**config.mk**
```make
export PLATFORM = sky130hd
export DESIGN_NAME = lcd_cmd_sched
export DESIGN_NICKNAME = d
export VERILOG_FILES = /design/src/rtl/lcd_cmd_sched.sv
export SDC_FILE = /design/constraint.sdc
export NUM_CORES = 1
export LEC_CHECK = 0
export ABC_AREA = 1
export BUFFER_PORTS_ARGS = -buffer_cell sky130_fd_sc_hd__buf_2
export CAP_MARGIN = 20
export CORE_UTILIZATION = 30
export DETAILED_ROUTE_END_ITERATION = 10
export PLACE_DENSITY_LB_ADDON = 0.2
export SYNTH_ARGS = -nofsm -noshare
export SYNTH_HDL_FRONTEND = slang
export SYNTH_SLANG_ARGS = --single-unit
```
**constraint.sdc**
```tcl
create_clock -name HCLK -period 15.5 [get_ports HCLK]
set_clock_uncertainty 0.15 [all_clocks]
set_input_delay 0.775 -clock HCLK [delete_from_list [all_inputs] [get_ports HCLK]]
set_output_delay 0.775 -clock HCLK [all_outputs]
set_load 0.01 [all_outputs]
```
**src/rtl/lcd_cmd_sched.sv**
```systemverilog
// lcd_cmd_sched: toggle-triggered command FIFO feeding a clipped pixel/rectangle rasteriser
// that streams framebuffer writes over a valid/ready port.
module lcd_cmd_sched #(
    parameter int FIFO_DEPTH = 8,
    parameter int H_ACTIVE   = 1280,
    parameter int V_ACTIVE   = 720
) (
    input  logic                          HCLK,
    input  logic                          HRESET,
    input  logic                          LCD_CMD_SIG,
    input  logic [31:0]                   LCD_CMD,
    output logic                          PIX_VALID,
    input  logic                          PIX_READY,
    output logic [11:0]                   PIX_X,
    output logic [11:0]                   PIX_Y,
    output logic [23:0]                   PIX_COLOR,
    output logic                          BUSY,
    output logic                          OVERFLOW,
    output logic [$clog2(FIFO_DEPTH):0]   FIFO_LEVEL
);
    localparam int AW = $clog2(FIFO_DEPTH);
    localparam int LW = AW + 1;
    localparam logic [3:0] OP_COLOR = 4'h1, OP_POS = 4'h2, OP_FILL = 4'h3, OP_PIXEL = 4'h4;

    typedef enum logic [1:0] {IDLE, EXEC, DRAW} state_t;
    state_t state, state_nx;

    logic [31:0]   mem [FIFO_DEPTH];
    logic [AW-1:0] wp, rp;
    logic [31:0]   cmd;
    logic          sig_d, push, full, wr, pop, exec, draw_op, gen, slot_free;
    logic          last_x, last, in_range, done;
    logic [3:0]    op;
    logic [11:0]   ca, cb, x0, y0, bx, by, w, h, ix, iy;
    logic [11:0]   g_bx, g_by, g_w, g_h, g_ix, g_iy;
    logic [23:0]   color, col_l, g_col;
    logic [12:0]   gx, gy;
    logic          unused_bits;

    assign op          = cmd[31:28];
    assign ca          = cmd[23:12];
    assign cb          = cmd[11:0];
    assign unused_bits = ^cmd[27:24];
    assign push        = LCD_CMD_SIG ^ sig_d;
    assign full        = FIFO_LEVEL == LW'(FIFO_DEPTH);
    assign wr          = push & ~full;

    always_ff @(posedge HCLK or posedge HRESET)
        if (HRESET) state <= IDLE;
        else        state <= state_nx;

    always_comb begin
        state_nx = state == IDLE ? (pop ? EXEC : IDLE)
                 : state == EXEC ? (draw_op ? DRAW : IDLE)
                 : (done & slot_free ? IDLE : DRAW);
    end

    // The first pixel of a draw is generated straight from the command during EXEC,
    // so the generator selects between command fields and the latched draw context.
    always_comb begin
        exec      = state == EXEC;
        draw_op   = exec & ((op == OP_FILL & |ca & |cb) | op == OP_PIXEL);
        pop       = state == IDLE & |FIFO_LEVEL;
        BUSY      = state != IDLE | |FIFO_LEVEL;
        slot_free = ~PIX_VALID | PIX_READY;
        gen       = slot_free & (draw_op | (state == DRAW & ~done));
        g_bx      = exec ? (op == OP_PIXEL ? ca : x0) : bx;
        g_by      = exec ? (op == OP_PIXEL ? cb : y0) : by;
        g_w       = exec ? (op == OP_PIXEL ? 12'd1 : ca) : w;
        g_h       = exec ? (op == OP_PIXEL ? 12'd1 : cb) : h;
        g_ix      = exec ? 12'd0 : ix;
        g_iy      = exec ? 12'd0 : iy;
        g_col     = exec ? color : col_l;
        gx        = {1'b0, g_bx} + {1'b0, g_ix};
        gy        = {1'b0, g_by} + {1'b0, g_iy};
        in_range  = gx < 13'(H_ACTIVE) & gy < 13'(V_ACTIVE);
        last_x    = g_ix == g_w - 12'd1;
        last      = last_x & g_iy == g_h - 12'd1;
    end

    always_ff @(posedge HCLK)
        if (wr) mem[wp] <= LCD_CMD;

    always_ff @(posedge HCLK or posedge HRESET)
        if (HRESET) begin
            sig_d      <= 1'b0;
            wp         <= '0;
            rp         <= '0;
            cmd        <= '0;
            FIFO_LEVEL <= '0;
            OVERFLOW   <= 1'b0;
            color      <= '0;
            x0         <= '0;
            y0         <= '0;
            bx         <= '0;
            by         <= '0;
            w          <= '0;
            h          <= '0;
            col_l      <= '0;
            ix         <= '0;
            iy         <= '0;
            done       <= 1'b0;
            PIX_VALID  <= 1'b0;
            PIX_X      <= '0;
            PIX_Y      <= '0;
            PIX_COLOR  <= '0;
        end else begin
            sig_d      <= LCD_CMD_SIG;
            FIFO_LEVEL <= FIFO_LEVEL + LW'(wr) - LW'(pop);
            if (wr) wp <= wp + 1'b1;
            if (pop) begin
                rp  <= rp + 1'b1;
                cmd <= mem[rp];
            end
            if (push & full) OVERFLOW <= 1'b1;
            if (exec & op == OP_COLOR) color <= cmd[23:0];
            if (exec & op == OP_POS) begin
                x0 <= ca;
                y0 <= cb;
            end
            if (draw_op) begin
                bx    <= g_bx;
                by    <= g_by;
                w     <= g_w;
                h     <= g_h;
                col_l <= color;
            end
            if (gen) begin
                ix   <= last_x ? 12'd0 : g_ix + 12'd1;
                iy   <= last_x ? g_iy + 12'd1 : g_iy;
                done <= last;
            end
            // Clipped pixels consume a generate slot but never raise PIX_VALID.
            PIX_VALID <= gen ? in_range : PIX_VALID & ~PIX_READY;
            if (gen & in_range) begin
                PIX_X     <= gx[11:0];
                PIX_Y     <= gy[11:0];
                PIX_COLOR <= g_col;
            end
        end
endmodule

```
==> qor.yml, run 1 <==
clocking:
  insertion_delay_ns: 0.63
  cts_setup_buffers: 0
  numCtsBuffers: 51
  clk_transition_reported_paths_ns: 0.06
  clockRootBuffer: "clkbuf_16"
  cts.htree.levels: 2
  cts_tree: "yes"
  cts_resized: 0
  clk_path_buf_depth: 3
  clock_sinks: 460
  postCtsHoldBufs: 0
timing:
  rsz0062_at_grt: "no"
  hold_viol_final: 0
  worst_slew_pin_slew_ns: 0.970
  setup_viol: 0
  fmax_mhz: 193
  setup_tns_ns: 0
  slew_headroom: 0.352
  slew_viol_final: 0
  finalCritPeriodShare: 0.334
  min_period_ns: 5.18
yosys:
  yosysSeqAreaShare: 0.585
  ys_ff_latch: 460
  synth_fp_nets: 2264
  synth_commonest_cells: "nand2_1, o21ai_0, inv_1, dfrtp_1, edfxtp_1"
  async_flop_share: 0.513
  synthMuxAreaShare: 0.0264
  yosys.area.top_type: "edfxtp_1"
  ys_warn_count: 0
  ys.flop_type: "dfrtp_1"
  syn-instance-count: 2193
  yosysTopAreaCellShare: 0.311
  post_synth_fa_ha_maj_area_fraction: 0.0213
  synth_most_common_cell: "nand2_1"
  avgSynthCellArea_um2: 9.85
  syn-cell-area_mm2: 0.0216
  synth_edf_count: 224
  synth_cell_types: 53
  synth_compound_area_frac: 0.126
  synth_top_family_by_area: "simple AND/OR/NAND/NOR gates"
  yosys.area_share.simple: 0.149
  synth_area_leaders: "edfxtp_1, dfrtp_1, nand2_1"
  synth_xor_area_frac: 0.0271
die:
  die_w_um: 270
  initial_utilization: 0.303
  dieArea_mm2: 0.0731
  die_h_um: 270
  boundaryPins: 91
  coreArea_mm2: 0.0714
  std_cell_rows: 98
placement:
  place_area_mm2: 0.0230
  gp_congestion: 0.854
  io_buffers: 86
  dp_hpwl_um: 34900
cells_and_area:
  final_nets: 2327
  design_area_mm2: 0.0247
  area_growth_pct: 14.3
  multi_input_area_mm2: 0.00761
  fillers: 7271
  drive_above_1_share: 0.108
  regArea_mm2: 0.0126
detailed_routing:
  dr.pass1.iters: 5
  drt_iter0_markers: 1172
  antenna_left: 0
  wl_per_cell_um: 16.9
  drc: 0
  vias: 15100
  drt_wl_total_um: 54800
  viasPerCell: 4.67
run_status:
  status: "complete, no violations"
worst_setup_path:
  crit_type: "register to register"
  cp.required_ns: 15.84
  critPathArrivalTime_ns: 5.53
  cp_max_fo: 85
  reg2reg_from: "state[1]"
  cp-startpoint: "state[1]"
  end_kind: "register"
  r2r_slack_ns: 10.32
  worst_setup_path_start_kind: "register"
global_routing:
  antenna_found_initial: 6
  grt_pass1_wl_um: 86900
  first_global_vias: 14900
  grt_max_degree: 95
  grtUsageTotal: 0.151
  grt_overflow: 0
power_and_ir_drop:
  vdd_drop_max_v: 0.0000896
  p_leak_nw: 10.2
  power_density_mw_per_mm2: 126
run:
  cap_viol_max_count: 0
hold_path:
  min_path_type: "input pin to asynchronous set/reset pin"
-- metal layers --
metal,vias up,share of wire,GRT usage,routed length (um)
met5,-,0.00080,0,44
met4,8,0.020,0.0397,1080
met3,78,0.043,0.0254,2370
met2,272,0.48,0.250,26200
met1,7244,0.46,0.204,25100
li1,7543,-,-,-
-- cell usage in the layout, fill, tap and decap left out, drive strengths merged, types with 3 or more instances in the layout --
cell and instances:
nand2 481, a21oi 85, xnor2 15, xor2 51, edfxtp 224, o211ai 68, dfrtp 236, a31oi 5
clkinv 15, mux2i 57, clkbuf 68, a21o 3, o22ai 21, nand3b 5, fa 3, bufinv 4
nor3 14, a22oi 4, o21bai 4, nand3 95, or2 5, o21ai 291, buf 111, nor2 104
inv 252, ha 32, nand4 29
-- worst max-delay path, stage by stage (launching register included) --
cell and delay [ns]:
dfrtp_1 0.45, inv_1 0.14, nand2_4 0.22, inv_4 0.43
nand2_4 0.28, inv_1 0.30, nor2_1 0.07, a21oi_1 0.40
nor2_1 0.09, ha_1 0.24, fa_1 0.43, nand3_1 0.11
nand2_1 0.11, nand3b_1 0.10, nand2_1 0.08, nand2_1 0.09
nand3_1 0.07, nand2_1 0.10, nand2_1 0.14, nand3_2 0.09
buf_4 0.60, inv_2 0.15, nand2_1 0.10, nand2_1 0.05
-- state kept, by name, indices dropped and copies added (netlist names), 24 cells and up, named ones only --
signal and flops:
PIX_COLOR 24, col_l 24, color 24, cmd 28
mem 224
-- cell families after synthesis --
group,count (synthesis)
xor gates and xnor gates,66
DFF,460
and+or+nand+nor,738
adders and majority gates,35
muxes,57
buffers and inverters,353
AOI/OAI and AO/OA,484
-- area by class of cell --
| class | count | area share |
|---|---|---|
| repair buffers | 111 | 0.0258 |
| diodes | 2 | 0.000203 |
| inverters | 252 | 0.0387 |
| well taps | 950 | 0.0481 |
| multi-input cells | 1380 | 0.308 |
| clock buffers | 68 | 0.0563 |
| flip-flops and latches | 460 | 0.512 |
| clock inverters | 21 | 0.0110 |
-- per-stage QoR --
step	hold WS [ns]	setup WS [ns]	instances	util	total power, mW
2_1_floorplan	0.298	8.10	2193	-	1.81
3_3_place_gp	0.309	10.32	3152	0.322	1.94
3_5_place_dp	0.314	10.30	3152	0.322	1.96
4_1_cts	0.102	10.27	3241	0.346	3.17
5_1_grt	0.121	9.82	3242	0.346	3.28
6_report	0.125	10.32	3244	0.346	3.12
-- where the power goes --
group | total (mW) | switching [mW] | internal, mW
Clock | 1.20 | 0.496 | 0.699
Combinational | 0.463 | 0.324 | 0.139
Sequential | 1.46 | 0.0391 | 1.42
-- final timing paths --
kind,end,depth (start not counted)
setup / recovery,PIX_X[0],23
hold / removal,PIX_Y[1],2
setup reg to reg,PIX_X[0],23
hold reg to reg,col_l[3],2
max in group asynchronous,rp[0],3
min in group HCLK,sig_d,1
Power figures use the tool's default switching activity.
==> inputs of run 2 (changes only) <==
- clock period: 15.5 -> 5.1 ns (I/O delays scaled with it)
==> qor.yml, run 2 (synthesis gave the netlist of run 1 again) <==
placement:
  dp_hpwl_um: 35600  # +2.2%
  place_area_mm2: 0.0231  # +0.43%
  gp_congestion: 0.847  # -0.81%
  io_buffers: 86  # unchanged
  dpl_worst_slack_ns: 0.771  # -9.53 ns
  dpl.cell_count: 3162  # +0.32%
timing:
  fin_ws_ns: 0.728  # -9.59 ns
  finalCritPeriodShare: 0.857  # +0.523
  min_period_ns: 4.37  # -0.812 ns
  slew_headroom: 0.235  # -0.118
  setup_tns_ns: 0  # unchanged
  slew_viol_final: 0  # unchanged
  worst_slew_pin_slew_ns: 1.15  # +0.177 ns
  rsz0062_at_grt: "no"
  fmax_mhz: 229  # +19%
  hold_viol_final: 0  # unchanged
  setup_viol: 0  # unchanged
  hold-worst-slack_ns: 0.173  # +0.0480 ns
detailed_routing:
  drt_wl_total_um: 55800  # +1.9%
  drc: 0  # unchanged
  antenna_left: 0  # unchanged
  vias: 15300  # +0.97%
  drt_iter0_markers: 1131  # -3.5%
  viasPerCell: 4.65  # -0.41%
  wl_per_cell_um: 17.0  # +0.49%
  dr.pass1.iters: 5  # unchanged
clocking:
  clockRootBuffer: "clkbuf_16"
  clk_transition_reported_paths_ns: 0.06  # about the same
  insertion_delay_ns: 0.61  # -0.02 ns
  postCtsHoldBufs: 31  # +31
  cts_tree: "yes"
  cts.htree.levels: 2  # unchanged
  clk_path_buf_depth: 3  # unchanged
  cts_resized: 0  # unchanged
  cts_setup_buffers: 0  # unchanged
  numCtsBuffers: 51  # unchanged
  clock_sinks: 460  # unchanged
power_and_ir_drop:
  p_comb_frac: 0.155  # +0.006
  fin_total_pwr_mw: 9.38  # +200%
  pwr-share-seq: 0.473  # +0.005
  switchingPower_mw: 2.64  # +210%
  p_int_mw: 6.73  # +200%
  power_density_mw_per_mm2: 375  # +200%
  vdd_drop_max_v: 0.000330  # +270%
  clkPwrFrac: 0.372  # -0.011
  swShare: 0.282  # +0.00624
  p_leak_nw: 10.3  # +1.2%
die:
  coreArea_mm2: 0.0714  # unchanged
  dieArea_mm2: 0.0731  # unchanged
  die_w_um: 270  # unchanged
  die_h_um: 270  # unchanged
  initial_utilization: 0.303  # unchanged
  std_cell_rows: 98  # unchanged
  boundaryPins: 91  # unchanged
worst_setup_path:
  critPathArrivalTime_ns: 4.72  # -0.81 ns
  slowest_stage: "dfrtp_1"
  cp_max_fo: 85  # unchanged
  crit_top_cell: "nand2_1"
  crit_buf_inv: 5  # unchanged
  end_kind: "register"
  worst_setup_path_start_kind: "register"
  cp.required_ns: 5.45  # -10.39 ns
  critPathTopFamily: "simple AND/OR/NAND/NOR gates"
  crit_chain: "inv_1 > nand2_4 > inv_4 > nand2_4 > inv_1 > nor2_1 > a21oi_1 > nor2_1 > ha_1 > fa_1 > nand3_1 > nand2_1 > nand3b_1 > nand2_1 > nand2_1 > nand3_1 > nand2_1 > nand2_1 > nand3_2 > buf_12 > inv_2 > nand2_1 > nand2_1"
  crit_type: "register to register"
  max_stage_delay_ns: 0.42  # -0.18 ns
global_routing:
  first_global_vias: 15100  # +1.1%
  grtUsageTotal: 0.152  # +0.000949
  grt_overflow: 0  # unchanged
  grt_max_degree: 139  # +46%
  grt_pass1_wl_um: 87400  # +0.53%
  antenna_found_initial: 1  # -5
run_status:
  status: "complete, no violations"
run:
  cap_viol_max_count: 0  # unchanged
cells_and_area:
  area_growth_pct: 15.7
  mostFrequentLayoutCells: "nand2_1, o21ai_0, inv_1"
  design_area_mm2: 0.0250  # +1.2%
  drive_above_1_share: 0.110  # +0.00220
  final_common_cell: "nand2_1"
  top_register: "mem"
  final_nets: 2367  # +1.7%
  largest_register_ffs: 224  # unchanged
  fillers: 7240  # -0.43%
  reg_top3: "mem (224), cmd (28)"
  final_util: 0.350  # +0.00417
  final_cells: 3289  # +1.4%
hold_path:
  min_path_type: "input pin to register"
run 2: changes by cell type in the layout (fill, tap and decap cells not counted), moves of 3 or more:
cell and change:
dlygate4sd3_1 +31, buf_4 +7, clkinv_1 +5, buf_12 +3, bufinv_16 -3, clkinvlp_4 +3
run 2: cell type report:
| type | instances | area [um2] | share of cell area |
|---|---|---|---|
| Multi-Input combinational cell | 1380 | 7600 | 0.304 |
| Inverter | 252 | 952 | 0.0381 |
| Sequential cell | 460 | 12600 | 0.506 |
| Antenna cell | 2 | 5.00 | 0.000200 |
| Clock buffer | 67 | 1390 | 0.0555 |
| Timing Repair Buffer | 151 | 1030 | 0.0414 |
| Tap cell | 950 | 1190 | 0.0476 |
| Clock inverter | 27 | 193 | 0.00771 |
run 2: final timing paths:
path                             start         to  slack (ns)  cells after the start
hold reg to reg              col_l[18]  col_l[18]        0.33                      2
min in group asynchronous       HRESET   PIX_X[1]        0.27                      4
hold / removal             LCD_CMD_SIG      sig_d        0.17                      2
setup / recovery              state[1]   PIX_X[0]        0.73                     23
max in group asynchronous       HRESET      wp[1]        3.37                      5
setup reg to reg              state[1]   PIX_X[0]        0.73                     23
run 2: layer usage:
layer,wire length [um],GRT usage
met1,26000,0.205
met2,26700,0.256
met3,1970,0.0205
met4,1160,0.0416
met5,0,0
run 2: power by group through the flow:
stage	sequential (mW)	clock (mW)	combinational (mW)
finish	4.43	3.49	1.45
global route	4.47	3.74	1.65
floorplan	4.52	0	0.982
detailed placement	4.51	0	1.46
global placement	4.49	0	1.44
CTS	4.44	3.60	1.49
==> inputs of run 3 (changes only) <==
- ABC_AREA: 1 -> default
==> qor.yml, run 3 <==
placement:
  dp_hpwl_um: 35900  # +0.68%
  io_buffers: 86  # unchanged
  gp_congestion: 0.830  # -2.0%
cells_and_area:
  drive_above_1_share: 0.208  # +0.0975
  final_nets: 1952  # -18%
  regArea_mm2: 0.0126  # about the same
  mostFrequentLayoutCells: "nand2_1, dfrtp_1, edfxtp_1"
  final_util: 0.359  # +0.00853
  multi_input_area_mm2: 0.00824  # +8.4%
  area_growth_pct: 18.0
  fillers: 6862  # -5.2%
  reg_top3: "mem (224), cmd (28)"
  final_common_cell: "nand2_1"
  largest_register_ffs: 224  # unchanged
  top_register: "mem"
run:
  cap_viol_max_count: 0  # unchanged
yosys:
  synth_cell_types: 75  # +42%
  async_flop_share: 0.513  # unchanged
  avgSynthCellArea_um2: 12.2  # +24%
  ys_ff_latch: 460  # unchanged
  synth_commonest_cells: "nand2_1, dfrtp_1, edfxtp_1, o21ai_0, clkbuf_1"
  yosys.area.top_type: "edfxtp_1"
  synth_most_common_cell: "nand2_1"
  syn-instance-count: 1753  # -20%
  synth_area_leaders: "edfxtp_1, dfrtp_1, mux4_2"
  syn-cell-area_mm2: 0.0214  # -1.1%
  synth_edf_count: 224  # unchanged
  yosys.area_share.simple: 0.118  # -0.0302
  synth_top_family_by_area: "multiplexers"
  ys_warn_count: 0  # unchanged
  post_synth_fa_ha_maj_area_fraction: 0.0220  # +0.000712
  yosysSeqAreaShare: 0.591  # +0.00668
  ys.flop_type: "dfrtp_1"
  yosysTopAreaCellShare: 0.315  # +0.00356
  synth_xor_area_frac: 0.0234  # -0.00373
  synth_compound_area_frac: 0.0895  # -0.0366
  synthMuxAreaShare: 0.128  # +0.102
  synth_fp_nets: 1824  # -19%
power_and_ir_drop:
  p_leak_nw: 10.3  # -0.17%
  vdd_drop_max_v: 0.000311  # -5.6%
  power_density_mw_per_mm2: 343  # -8.6%
timing:
  fmax_mhz: 209  # -8.6%
  min_period_ns: 4.79  # +0.413 ns
  worst_slew_pin_slew_ns: 0.957  # -0.191 ns
  hold_viol_final: 0  # unchanged
  setup_viol: 0  # unchanged
  setup_tns_ns: 0  # unchanged
  slew_headroom: 0.362  # +0.127
  finalCritPeriodShare: 0.938  # +0.0810
  rsz0062_at_grt: "no"
  slew_viol_final: 0  # unchanged
global_routing:
  grt_pass1_wl_um: 87900  # +0.55%
  grt_max_degree: 155  # +12%
  grt_overflow: 0  # unchanged
  first_global_vias: 14500  # -3.7%
  antenna_found_initial: 4  # +3
  grtUsageTotal: 0.159  # +0.00698
detailed_routing:
  antenna_left: 0  # unchanged
  drc: 0  # unchanged
  drt_iter0_markers: 871  # -23%
  vias: 14200  # -7.0%
  wl_per_cell_um: 19.6  # +16%
  dr.pass1.iters: 5  # unchanged
  drt_wl_total_um: 56200  # +0.71%
  viasPerCell: 4.96  # +6.8%
worst_setup_path:
  cp_max_fo: 35  # -59%
  worst_setup_path_start_kind: "register"
  crit_type: "register to register"
  critPathArrivalTime_ns: 5.11  # +0.39 ns
  cp.required_ns: 5.42  # -0.03 ns
  end_kind: "register"
clocking:
  clockRootBuffer: "clkbuf_16"
  clock_sinks: 460  # unchanged
  cts_tree: "yes"
  cts.htree.levels: 2  # unchanged
  numCtsBuffers: 53  # +3.9%
  insertion_delay_ns: 0.61  # about the same
  cts_setup_buffers: 0  # unchanged
  clk_path_buf_depth: 3  # unchanged
  clk_transition_reported_paths_ns: 0.06  # about the same
hold_path:
  min_path_type: "input pin to register"
die:
  boundaryPins: 91  # unchanged
  dieArea_mm2: 0.0723  # -1.1%
  initial_utilization: 0.304  # +0.00123
  std_cell_rows: 97  # -1.0%
  die_w_um: 269  # -0.56%
  coreArea_mm2: 0.0703  # -1.5%
  die_h_um: 269  # -0.56%
run_status:
  status: "complete, no violations"
[run 3: critical path, stage by stage, from the launching register on]
cell and delay, ns:
dfrtp_1 0.38, buf_4 0.16, nor4b_4 0.32, buf_8 0.32, mux2i_1 0.25, o21ai_0 0.18, fa_1 0.53, o21ai_0 0.09
o21ai_0 0.11, a221oi_1 0.43, or2_2 0.23, o21ai_1 0.07, or4b_4 0.55, nor4_4 0.20, nand2_2 0.12, buf_12 0.20
mux2_4 0.32
[run 3: worst paths after layout]
| check | end | depth (start not counted) | start | slack [ns] |
|---|---|---|---|---|
| setup / recovery | PIX_COLOR[0] | 16 | cmd[31] | 0.31 |
| hold / removal | sig_d | 2 | LCD_CMD_SIG | 0.18 |
| setup reg to reg | PIX_COLOR[0] | 16 | cmd[31] | 0.31 |
| hold reg to reg | OVERFLOW | 1 | OVERFLOW | 0.32 |
| max in group asynchronous | h[4] | 5 | HRESET | 3.29 |
| min in group asynchronous | PIX_COLOR[10] | 4 | HRESET | 0.20 |
[run 3: layer usage]
metal,vias up,share of wire,track usage
met2,278,0.48,0.264
met1,7169,0.45,0.213
met4,6,0.025,0.0502
met5,-,0.00062,0
met3,86,0.039,0.0239
li1,6685,-,-
[run 3: power breakdown]
| part | internal (mW) | switching (mW) | total, mW |
|---|---|---|---|
| Combinational | 0.207 | 0.386 | 0.593 |
| Sequential | 4.22 | 0.0943 | 4.31 |
| Clock | 2.20 | 1.54 | 3.74 |
[run 3: metrics by stage]
stage               hold slack, ns  power [mW]  instances  instance area [um2]  setup WS, ns
floorplan                    0.136        4.72       1753                21500        0.0141
global placement             0.240        4.96       2735                23200         0.154
detailed placement           0.246        4.99       2735                23200         0.203
CTS                          0.131        8.80       2864                25200         0.155
global route                 0.153        8.98       2865                25200       0.00235
finish                       0.177        8.64       2865                25200         0.314
[run 3: logic make-up after synthesis]
group	count (synthesis)
muxes	189
adders and majority gates	36
buffers and inverters	147
DFF	460
and+or+nand+nor	559
xor gates and xnor gates	57
AOI/OAI and AO/OA	305
[run 3: area by class of cell]
class / count / area share
Antenna cell: 1 / 0.0000993
Clock buffer: 77 / 0.0598
Clock inverter: 21 / 0.00804
Inverter: 36 / 0.00551
Multi-Input combinational cell: 1146 / 0.327
Sequential cell: 460 / 0.501
Tap cell: 940 / 0.0467
Timing Repair Buffer: 184 / 0.0518
[run 3: what timing repair did]
action,4_1_cts,5_1_grt
setup endpoints to repair,0,40
hold buffers,31,0
resized for setup,0,6
endpoints found under the hold margin,310,0
